**config.mk**
```make
export PLATFORM = sky130hd
export DESIGN_NAME = max_min_tracker
export DESIGN_NICKNAME = d
export VERILOG_FILES = /design/src/rtl/max_min_tracker.sv
export SDC_FILE = /design/constraint.sdc
export NUM_CORES = 1
export LEC_CHECK = 0
export CAP_MARGIN = 30
export CORE_MARGIN = 3
export CORE_UTILIZATION = 25
export CTS_CLUSTER_SIZE = 28
export DETAILED_ROUTE_END_ITERATION = 7
export PLACE_DENSITY_LB_ADDON = 0.08
export SKIP_CTS_REPAIR_TIMING = 1
export SLEW_MARGIN = 10
export SYNTH_ARGS = -nofsm -noshare
export SYNTH_HDL_FRONTEND = slang
export SYNTH_SLANG_ARGS = --single-unit
```
**constraint.sdc**
```tcl
create_clock -name clk -period 4 [get_ports clk]
set_clock_uncertainty 0.15 [all_clocks]
set_input_delay 0.4 -clock clk [delete_from_list [all_inputs] [get_ports clk]]
set_output_delay 0.4 -clock clk [all_outputs]
set_load 0.01 [all_outputs]
```
**src/rtl/max_min_tracker.sv**
```systemverilog
// Streaming max/min tracker: collects FRAME_LEN unsigned samples over valid/ready
// and presents the frame's largest/smallest value with a one-cycle result strobe.
module max_min_tracker #(
  parameter int unsigned WIDTH     = 4,
  parameter int unsigned FRAME_LEN = 8
) (
  input  logic                           clk,
  input  logic                           rst_n,
  input  logic                           start,
  input  logic                           in_valid,
  input  logic [WIDTH-1:0]               in_data,
  output logic                           in_ready,
  output logic                           busy,
  output logic [$clog2(FRAME_LEN+1)-1:0] count,
  output logic                           out_valid,
  output logic [WIDTH-1:0]               max_out,
  output logic [WIDTH-1:0]               min_out
);

  localparam int unsigned CW = $clog2(FRAME_LEN + 1);
  localparam logic [CW-1:0] LastCount = CW'(FRAME_LEN - 1);

  typedef enum logic [1:0] {StIdle, StCollect, StDone} state_e;

  state_e           state_q, state_d;
  logic [WIDTH-1:0] run_max_q, run_max_d;
  logic [WIDTH-1:0] run_min_q, run_min_d;
  logic [WIDTH-1:0] max_q, max_d;
  logic [WIDTH-1:0] min_q, min_d;
  logic [CW-1:0]    count_q, count_d;
  logic             out_valid_q, out_valid_d;

  logic             xfer;
  logic             last_xfer;
  logic [WIDTH-1:0] upd_max;
  logic [WIDTH-1:0] upd_min;

  // Only COLLECT can consume a sample; ties leave the running values untouched.
  assign xfer      = in_valid && (state_q == StCollect);
  assign last_xfer = xfer && (count_q == LastCount);
  assign upd_max   = (in_data > run_max_q) ? in_data : run_max_q;
  assign upd_min   = (in_data < run_min_q) ? in_data : run_min_q;

  always_ff @(posedge clk or negedge rst_n) begin
    if (!rst_n) begin
      state_q <= StIdle;
    end else begin
      state_q <= state_d;
    end
  end

  always_comb begin
    state_d = state_q;
    unique case (state_q)
      StIdle:    if (start) state_d = StCollect;
      StCollect: if (last_xfer) state_d = StDone;
      StDone:    state_d = StIdle;
      default:   state_d = StIdle;
    endcase
  end

  always_comb begin
    run_max_d   = run_max_q;
    run_min_d   = run_min_q;
    max_d       = max_q;
    min_d       = min_q;
    count_d     = count_q;
    out_valid_d = 1'b0;
    unique case (state_q)
      StIdle: begin
        if (start) begin
          run_max_d = '0;
          run_min_d = '1;
          count_d   = '0;
        end
      end
      StCollect: begin
        if (xfer) begin
          run_max_d = upd_max;
          run_min_d = upd_min;
          count_d   = count_q + CW'(1);
        end
        // Results include the final sample, so load from the updated values.
        if (last_xfer) begin
          max_d       = upd_max;
          min_d       = upd_min;
          out_valid_d = 1'b1;
        end
      end
      default: ;
    endcase
  end

  always_ff @(posedge clk or negedge rst_n) begin
    if (!rst_n) begin
      run_max_q   <= '0;
      run_min_q   <= '0;
      max_q       <= '0;
      min_q       <= '0;
      count_q     <= '0;
      out_valid_q <= 1'b0;
    end else begin
      run_max_q   <= run_max_d;
      run_min_q   <= run_min_d;
      max_q       <= max_d;
      min_q       <= min_d;
      count_q     <= count_d;
      out_valid_q <= out_valid_d;
    end
  end

  always_comb begin
    in_ready  = (state_q == StCollect);
    busy      = (state_q != StIdle);
    count     = count_q;
    out_valid = out_valid_q;
    max_out   = max_q;
    min_out   = min_q;
  end

endmodule

```
==> out/metrics.cfg <==
[run_status]
status=finished, final reports clean

[clock_tree]
cts_tree=done
clk_pin_slew_ns=0.09
root_buffer=clkbuf_8
htree_num_levels=1
cts_sinks=23
cts_buffers=3
clockBufferDepth=2
worstSkewPairLatency_ns=0.27

[synth]
synth_top_cell_by_area=dfrtp_1
synth_area_mm2=0.00118
seq_area_frac_synth=0.488
synth-edff-count=0
synth_top_area_frac=0.488
yosysMostFrequentCell=dfrtp_1
synthCells=113
synth_area_leaders=dfrtp_1 (49%), ha_1 (8.5%), mux2i_1 (5.9%), a21oi_1 (5.1%), nor2_1 (4.8%)
yosysWarnings=0
post_synth_num_cell_types=28
synthArstFlopShare=1.00
synth_common_cells=dfrtp_1 (23), nor2_1 (15), a21oi_1 (12), inv_1 (9), ha_1 (8)
syn_avg_cell_area_um2=10.4
synth_ff_type=dfrtp_1
synth_seq_cells=23
synth_nets=129

[sta]
tightest_slew_ns=0.621
clock.fmax_mhz=425
slew_violations=0
rsz0062_at_grt=no
max_slew_margin=0.585
setup_violations=0
finalCritPeriodShare=0.588
fin_tns_setup_ns=0
fin_crit_ns=2.35
hold_violations=0

[grt]
antenna_found_initial=0
grt_max_degree=19
grt_pass1_vias=903
grt_remaining_overflow=0
grt_pass1_wl_um=4580
track_usage=0.108

[power]
p_int_w=0.000697
power_frac_comb=0.505
p_clk_frac=0.132
power.density_mw_per_mm2=745
netSwitchingFraction=0.378
p_seq_frac=0.363
ir_worst_vdd_mv=0.266
p_sw_w=0.000422
p_leak_nw=0.677

[critical_path]
path_cells=clkdlybuf4s50_1 > ha_1 > o21ai_0 > a21oi_1 > o21ai_1 > nor2_1 > a22o_2
rr_startpoint=state_q[1]
regToRegSetupSlack_ns=1.97
critPathLaunchType=primary input
endpoint_kind=register
cp_max_fo=6
cp.arrival_ns=2.37
crit_slowest_cell=clkdlybuf4s50_1
r2r_cells=5
path_class=primary input to register
crit_path_max_incr_delay_ns=0.62
r2r_end=state_q[0]
critPathRequiredTime_ns=4.01

[die]
floorplan.initialDensity=0.265
rows=24
die_h_um=74.7
io_pins=23
die_w_um=74.7
coreArea_mm2=0.00444
dieArea_mm2=0.00557

[finish]
layout-drive-gt1-share=0.0657
nNetsFinal=154
area_growth_pct=27.4
fin_util=0.338
antenna_cells=0

[placed_design]
gp_congestion=0.711
place.port_buffers=22
dp.final_hpwl_um=2050

[route]
first_pass_iters=4
drc=0
finalWirelength_um=2680
antenna_left=0
first_iter_violations=26
via_per_inst=4.71
avgRoutedWirePerCell_um=14.2
vias=890

[worst_hold_path]
hold_class=primary input to async pin

[run]
maxCapViolations=0

==> power by group through the flow <==
stage	clock, W	combinational (W)	sequential [W]
6_report	0.000148	0.000565	0.000406
5_1_grt	0.000163	0.000638	0.000421
4_1_cts	0.000154	0.000576	0.000407
3_5_place_dp	0	0.000572	0.000411
3_3_place_gp	0	0.000567	0.000411
2_1_floorplan	0	0.000330	0.000423
==> kinds of logic (layout without fill, tap and decap cells) <==
logic type	Yosys count	after routing	synth area share
AO/OA/AOI/OAI	30	30	0.170
XOR/XNOR	1	1	0.00743
adder cells (fa/ha/maj)	8	8	0.0849
buffers and inverters	12	36	0.0488
flip-flops	23	23	0.488
multiplexers	7	7	0.0595
AND/OR/NAND/NOR	32	32	0.141
==> worst max-delay path: cells and delay by family <==
family / cells / cell delay [ns]
compound gates: 4 / 0.89
simple gates: 1 / 0.16
fa+ha+maj: 1 / 0.29
buf+inv: 1 / 0.62
==> state kept, by name, summed over array words and instances, names as in the netlist <==
register   cells
count          4
max_out        4
min_out        4
run_max_q      4
run_min_q      4
state_q        2
out_valid      1
==> through the flow <==
stage / hold WS, ns / cells / worst slack [ns] / power [W] / instance area (µm²)
floorplan: -0.0456 / 113 / 2.16 / 0.000753 / 1180
global placement: 0.359 / 184 / 1.35 / 0.000978 / 1440
detailed placement: 0.367 / 185 / 1.37 / 0.000983 / 1460
CTS: 0.258 / 189 / 1.65 / 0.00114 / 1500
global route: 0.267 / 189 / 1.50 / 0.00122 / 1500
finish: 0.252 / 189 / 1.65 / 0.00112 / 1500
==> cell usage in the layout (no fill, tap or decap), drive strengths merged, types with 3 or more instances in the layout <==
master         Yosys  routed
clkbuf             0       3
dfrtp             23      23
nand2              4       4
inv                9       9
nor2              15      15
a22o               5       5
nand2b             3       3
mux2i              7       7
clkdlybuf4s50      0      22
ha                 8       8
o22a               3       3
a21oi             12      12
o21ai              6       6
==> worst max-delay path by stage <==
stage	from	endpoint	slack [ns]	depth (start not counted)
6_report	in_data[2]	run_max_q[0]	1.65	7
5_1_grt	in_data[2]	run_max_q[0]	1.50	7
4_1_cts	in_data[2]	run_max_q[0]	1.65	7
3_5_place_dp	in_data[2]	run_max_q[0]	1.37	7
3_3_place_gp	in_data[2]	run_max_q[0]	1.35	7
2_1_floorplan	in_data[1]	run_min_q[0]	2.16	5
==> cell type report <==
class                           count  area (µm²)
Inverter                            9        33.8
Multi-Input combinational cell     78         546
Tap cell                           52        65.1
Clock inverter                      1        5.00
Fill cell                         456        2940
Timing Repair Buffer               23         235
Clock buffer                        3        41.3
Sequential cell                    23         576
==> metal layers <==
metal  vias up  global-route usage  wire length [µm]  share of wire
li1        448                   -                 -              -
met1       426               0.145              1320           0.49
met2        14               0.180              1260           0.47
met3         2              0.0307                97          0.036
met4         0              0.0119                11         0.0041
met5         -                   0                 0              0
No activity file was read; power rests on OpenSTA's default activity.
